==> src/rtl/clk_freq_meter_pkg.sv <==
// rtl/clk_freq_meter_pkg.sv - shared clock utilities for the frequency meter
//
// Contents:
//   ST_IDLE / ST_MEASURE / ST_DONE : FSM state encodings
//   expected_count()               : edge count a parent should expect for a
//                                    given input frequency, used to pick
//                                    EXP_MIN / EXP_MAX
//   in_window()                    : inclusive range compare

package clk_freq_meter_pkg;

   localparam logic [1:0] ST_IDLE    = 2'd0;
   localparam logic [1:0] ST_MEASURE = 2'd1;
   localparam logic [1:0] ST_DONE    = 2'd2;

   // GATE_CYCLES * f_meas / CLK_REF_FREQ, evaluated at elaboration by parents.
   function automatic longint unsigned expected_count(
      input longint unsigned gate_cycles,
      input longint unsigned f_meas_hz,
      input longint unsigned f_ref_hz
   );
      return (gate_cycles * f_meas_hz) / f_ref_hz;
   endfunction

   // Inclusive window test; kept as a function so a zero lower bound does not
   // turn into a constant comparison inside the parent.
   function automatic logic in_window(
      input logic [31:0] value,
      input logic [31:0] lo,
      input logic [31:0] hi
   );
      return (value >= lo) && (value <= hi);
   endfunction

endpackage

==> src/rtl/sync_edge_detect.sv <==
// rtl/sync_edge_detect.sv - two-flop synchronizer with rising-edge pulse
//
// Ports:
//   clk_i   : sampling clock
//   rst_ni  : asynchronous active-low reset, all flops clear to 0
//   async_i : input asynchronous to clk_i (clock under test, button, ...)
//   edge_o  : one-cycle pulse per synchronized rising edge of async_i

module sync_edge_detect (
   input  logic clk_i,
   input  logic rst_ni,
   input  logic async_i,
   output logic edge_o
);

   logic sync1_q;
   logic sync2_q;
   logic hist_q;

   always_ff @(posedge clk_i or negedge rst_ni) begin
      if (!rst_ni) begin
         sync1_q <= 1'b0;
         sync2_q <= 1'b0;
         hist_q  <= 1'b0;
      end else begin
         sync1_q <= async_i;
         sync2_q <= sync1_q;
         hist_q  <= sync2_q;
      end
   end

   assign edge_o = sync2_q & ~hist_q;

endmodule

==> src/rtl/clk_freq_meter.sv <==
// rtl/clk_freq_meter.sv - counts rising edges of a slow clock over a fixed gate window
//
// Ports:
//   clk_i      : reference clock
//   rst_ni     : asynchronous active-low reset
//   meas_clk_i : signal under measurement, asynchronous to clk_i
//   start_i    : level, sampled only while idle
//   busy_o     : high while measuring and in the result cycle
//   valid_o    : one-cycle pulse, new result on count_o / in_range_o
//   count_o    : last completed edge count, held until the next result
//   in_range_o : EXP_MIN <= count_o <= EXP_MAX, updated with count_o

module clk_freq_meter
   import clk_freq_meter_pkg::*;
#(
   parameter int unsigned CLK_REF_FREQ = 50_000_000,
   parameter int unsigned GATE_CYCLES  = 50_000,
   parameter int unsigned EXP_MIN      = 0,
   parameter int unsigned EXP_MAX      = 32'hFFFF_FFFF,
   parameter bit          CONTINUOUS   = 1'b0,
   localparam int         COUNT_W      = $clog2(GATE_CYCLES + 1)
) (
   input  logic               clk_i,
   input  logic               rst_ni,
   input  logic               meas_clk_i,
   input  logic               start_i,
   output logic               busy_o,
   output logic               valid_o,
   output logic [COUNT_W-1:0] count_o,
   output logic               in_range_o
);

   if (GATE_CYCLES < 2 || CLK_REF_FREQ == 0) begin : g_bad_param
      $error("clk_freq_meter: GATE_CYCLES must be >= 2 and CLK_REF_FREQ non-zero");
   end

   localparam logic [COUNT_W-1:0] GATE_LAST = COUNT_W'(GATE_CYCLES - 1);

   logic               edge_p;
   logic [1:0]         state_q,    state_d;
   logic [COUNT_W-1:0] gate_cnt_q, gate_cnt_d;
   logic [COUNT_W-1:0] edge_cnt_q, edge_cnt_d;
   logic [COUNT_W-1:0] count_q,    count_d;
   logic               in_range_q, in_range_d;
   logic [COUNT_W-1:0] edge_inc;

   sync_edge_detect u_sync (
      .clk_i   (clk_i),
      .rst_ni  (rst_ni),
      .async_i (meas_clk_i),
      .edge_o  (edge_p)
   );

   // Saturating increment; also feeds the result registers so an edge in the
   // last gate cycle is part of the reported count.
   always_comb begin
      edge_inc = edge_cnt_q;
      if (edge_p && !(&edge_cnt_q)) begin
         edge_inc = edge_cnt_q + COUNT_W'(1);
      end
   end

   always_comb begin
      state_d    = state_q;
      gate_cnt_d = gate_cnt_q;
      edge_cnt_d = edge_cnt_q;
      count_d    = count_q;
      in_range_d = in_range_q;
      case (state_q)
         ST_IDLE: begin
            if (start_i) begin
               state_d    = ST_MEASURE;
               gate_cnt_d = '0;
               edge_cnt_d = '0;
            end
         end
         ST_MEASURE: begin
            gate_cnt_d = gate_cnt_q + COUNT_W'(1);
            edge_cnt_d = edge_inc;
            if (gate_cnt_q == GATE_LAST) begin
               state_d    = ST_DONE;
               count_d    = edge_inc;
               in_range_d = in_window(32'(edge_inc), EXP_MIN, EXP_MAX);
            end
         end
         ST_DONE: begin
            // Counters are cleared here so a continuous re-arm starts clean.
            gate_cnt_d = '0;
            edge_cnt_d = '0;
            state_d    = CONTINUOUS ? ST_MEASURE : ST_IDLE;
         end
         default: begin
            state_d = ST_IDLE;
         end
      endcase
   end

   always_ff @(posedge clk_i or negedge rst_ni) begin
      if (!rst_ni) begin
         state_q    <= ST_IDLE;
         gate_cnt_q <= '0;
         edge_cnt_q <= '0;
         count_q    <= '0;
         in_range_q <= 1'b0;
      end else begin
         state_q    <= state_d;
         gate_cnt_q <= gate_cnt_d;
         edge_cnt_q <= edge_cnt_d;
         count_q    <= count_d;
         in_range_q <= in_range_d;
      end
   end

   assign busy_o     = (state_q != ST_IDLE);
   assign valid_o    = (state_q == ST_DONE);
   assign count_o    = count_q;
   assign in_range_o = in_range_q;

endmodule

==> config.mk <==
export PLATFORM = sky130hd
export DESIGN_NAME = clk_freq_meter
export DESIGN_NICKNAME = d
export VERILOG_FILES = /design/src/rtl/clk_freq_meter_pkg.sv /design/src/rtl/sync_edge_detect.sv /design/src/rtl/clk_freq_meter.sv
export SDC_FILE = /design/constraint.sdc
export NUM_CORES = 1
export LEC_CHECK = 0
export BUFFER_PORTS_ARGS = -buffer_cell sky130_fd_sc_hd__buf_4
export CORE_MARGIN = 2
export CORE_UTILIZATION = 54
export CTS_CLUSTER_DIAMETER = 60
export DETAILED_ROUTE_END_ITERATION = 8
export PLACE_DENSITY = 0.73
export SLEW_MARGIN = 20
export SYNTH_ARGS = -nofsm -noshare
export SYNTH_HDL_FRONTEND = slang
export SYNTH_SLANG_ARGS = --single-unit
==> constraint.sdc <==
create_clock -name clk_i -period 4.8 [get_ports clk_i]
set_input_delay 0.48 -clock clk_i [delete_from_list [all_inputs] [get_ports clk_i]]
set_output_delay 0.48 -clock clk_i [all_outputs]
set_load 0.02 [all_outputs]
==> results.cfg <==
[synth]
async_reset_ff_share_pct = 100
syn_avg_cell_area_sq_um = 9.27
yosys_warnings = 0
synth.distinct_cells = 47
yosys_most_used_dff = dfrtp_1
syn_nets = 300
yosysSeqAreaShare_pct = 49.6
syn_inst = 294
mappedNetlistArea_sq_um = 2730
synth-seq-cells = 54
synth-edff-count = 0

[sta]
max_freq_mhz = 403
finalMaxSlewViolations = 0
post-route-period-util_pct = 51.8
finalCriticalPeriod_ps = 2480
fin_tns_setup_ps = 0
rsz0062_at_grt = no
tightestPinTransition_ps = 1090
skew_ps = 11.8
setup_viol_count_final = 0
hold_violations = 0
relSlewSlack_pct = 27.5

[clock_network]
postCtsHoldBufs = 0
cts_root_buffer = clkbuf_8
post_cts_resized = 0
cts_buffers = 5
post_cts_buffers = 0
cts.clk_slew.worst_paths_ps = 100
cts_max_path_buffers = 2
clkLatencyLatePin_ps = 310
clock-sinks = 54
cts_tree = built
h-tree-depth = 2

[drt]
via_count = 2213
dr.pass1.iters = 5
vias_per_cell = 5.85
wire_per_inst_microns = 15.3
ant_nets = 0
route.detailed.drc = 0
drt_wl_total_microns = 5780
drt_iter0_markers = 183

[power_and_ir_drop]
net-switching-power_w = 0.000321
clkPwrFrac_pct = 28.2
vdd.ir_drop.worst_uv = 240
power_per_cell_area_nw_per_um2 = 354
p_seq_share_pct = 57.4
p_total_w = 0.00107
switching_share_pct = 29.9
combPwrFrac_pct = 14.4
p_int_w = 0.000752
power.leakage_nw = 1.35

[placed_design]
placed_area_sq_um = 2920
hpwl_microns = 3880
globalplace.congestion = 0.899
port_buffers = 22

[floorplan]
dieWidth_microns = 75.0
rows = 25
die_area_sq_um = 5630
coreArea_sq_um = 4790
start_util_pct = 56.9
die_y_microns = 75.0
io_pins = 23

[critical_path]
cp-startpoint = state_q[1]
crit_arrival_ps = 2660
worstReg2RegStart = state_q[1]
reg2reg_to = count_o[14]
crit_type = reg -> reg
critPathLaunchType = flop
reg2reg_depth = 5
required_ps = 4980
r2r_slack_ps = 2320
critical_path_peak_fanout = 25
setup.worst_path.end_class = flop

[final_layout]
areaGrowthSynthToFinish_pct = 11.1
antennaDiodeCount = 0
fin_nets = 316
drive_gt1_share_pct = 12.2
fill_cells = 404
multi_input_area_sq_um = 1300
final_area_sq_um = 3030
ff_latch_area_sq_um = 1350

[run]
drv_cap = 0

[global_route]
grt_use_total_pct = 22.0
grt_pass1_vias = 2023
grt_pass1_wl_microns = 9410
grt_antenna_before_repair = 0
grt_max_degree = 55
grt_overflow = 0

[run_status]
outcome = finished clean

[hold_path]
hp-class = in -> async
-- layout by cell type, fill, tap and decap left out, types with 5 or more instances in the layout --
master,netlist,routed
or3_1,5,5
nand3_1,17,17
nor3_1,6,6
nand4_1,9,9
nand2_1,41,41
xnor2_1,8,8
o21ai_0,35,35
a21oi_1,12,12
mux2i_1,6,6
and3_1,6,6
dfrtp_1,54,54
nor2_1,19,19
clkbuf_8,0,5
buf_4,0,23
-- state kept, by name (all words and copies together), names as in the netlist --
name            count
u_sync.hist_q       1
u_sync.sync1_q      1
in_range_o          1
state_q             2
gate_cnt_q         16
u_sync.sync2_q      1
edge_cnt_q         16
count_o            16
-- logic make-up after synthesis --
kind of cell / synth area share (%)
compound gates: 17.4
flops: 49.6
mux: 2.20
xor+xnor: 3.21
buf+inv: 2.85
simple gates: 23.8
fa+ha+maj: 0.918
-- through the flow --
stage	cells	hold slack [ps]	worst slack (ps)	util, %
after CTS	378	225	2280	63.3
after global placement	370	333	2390	61.0
after detailed placement	370	335	2290	61.0
after floorplan	294	184	2730	-
after global routing	378	251	2060	63.3
final	378	198	2320	63.3
-- worst max-delay path, stage by stage (launching register included) --
cell	delay (ps)
dfrtp_1	460
nand2b_1	610
nor2_1	360
nand2_1	510
a211oi_1	340
a21oi_1	60
-- power groups by stage --
stage	Sequential, W	Clock, W	Combinational, W
floorplan	0.000587	0	0.000138
global placement	0.000619	0	0.000148
detailed placement	0.000621	0	0.000155
CTS	0.000613	0.000308	0.000155
global route	0.000628	0.000326	0.000178
finish	0.000616	0.000303	0.000154
-- metal layers --
layer | share of wire (%) | GRT usage (%) | vias to the layer above
met5 | 0 | 0 | -
met4 | 1.0 | 5.36 | 0
met3 | 3.5 | 4.02 | 6
met2 | 48 | 36.3 | 48
met1 | 48 | 30.3 | 1056
li1 | - | - | 1103
-- cell type report --
type	instances	share of cell area, %
Tap cell	67	2.77
Clock inverter	3	1.32
Clock buffer	5	2.27
Sequential cell	54	44.6
Inverter	4	0.496
Multi-Input combinational cell	222	42.8
Timing Repair Buffer	23	5.70
-- synthesized netlist by cell type (all sizes together), types with 4 or more instances --
library cell / n / area, sq um
nor2: 19 / 71.3
nor3: 6 / 30.0
dfrtp: 54 / 1350
xnor2: 8 / 70.1
nor2b: 4 / 25.0
inv: 4 / 15.0
nor4: 4 / 25.0
o21ai: 36 / 180
nand2: 41 / 154
a22o: 4 / 35.0
and3: 6 / 37.5
a21o: 4 / 30.0
clkbuf: 11 / 41.3
nand4: 9 / 56.3
mux2i: 6 / 60.1
a21oi: 12 / 60.1
or3: 5 / 31.3
nand3: 17 / 85.1
-- worst max-delay path by stage --
stage	depth (start not counted)	slack, ps	endpoint
detailed placement	5	2290	count_o[14]
global route	5	2060	count_o[14]
global placement	5	2390	count_o[14]
finish	5	2320	count_o[14]
floorplan	6	2730	count_o[2]
CTS	5	2280	count_o[14]
Power figures use the tool's default switching activity.
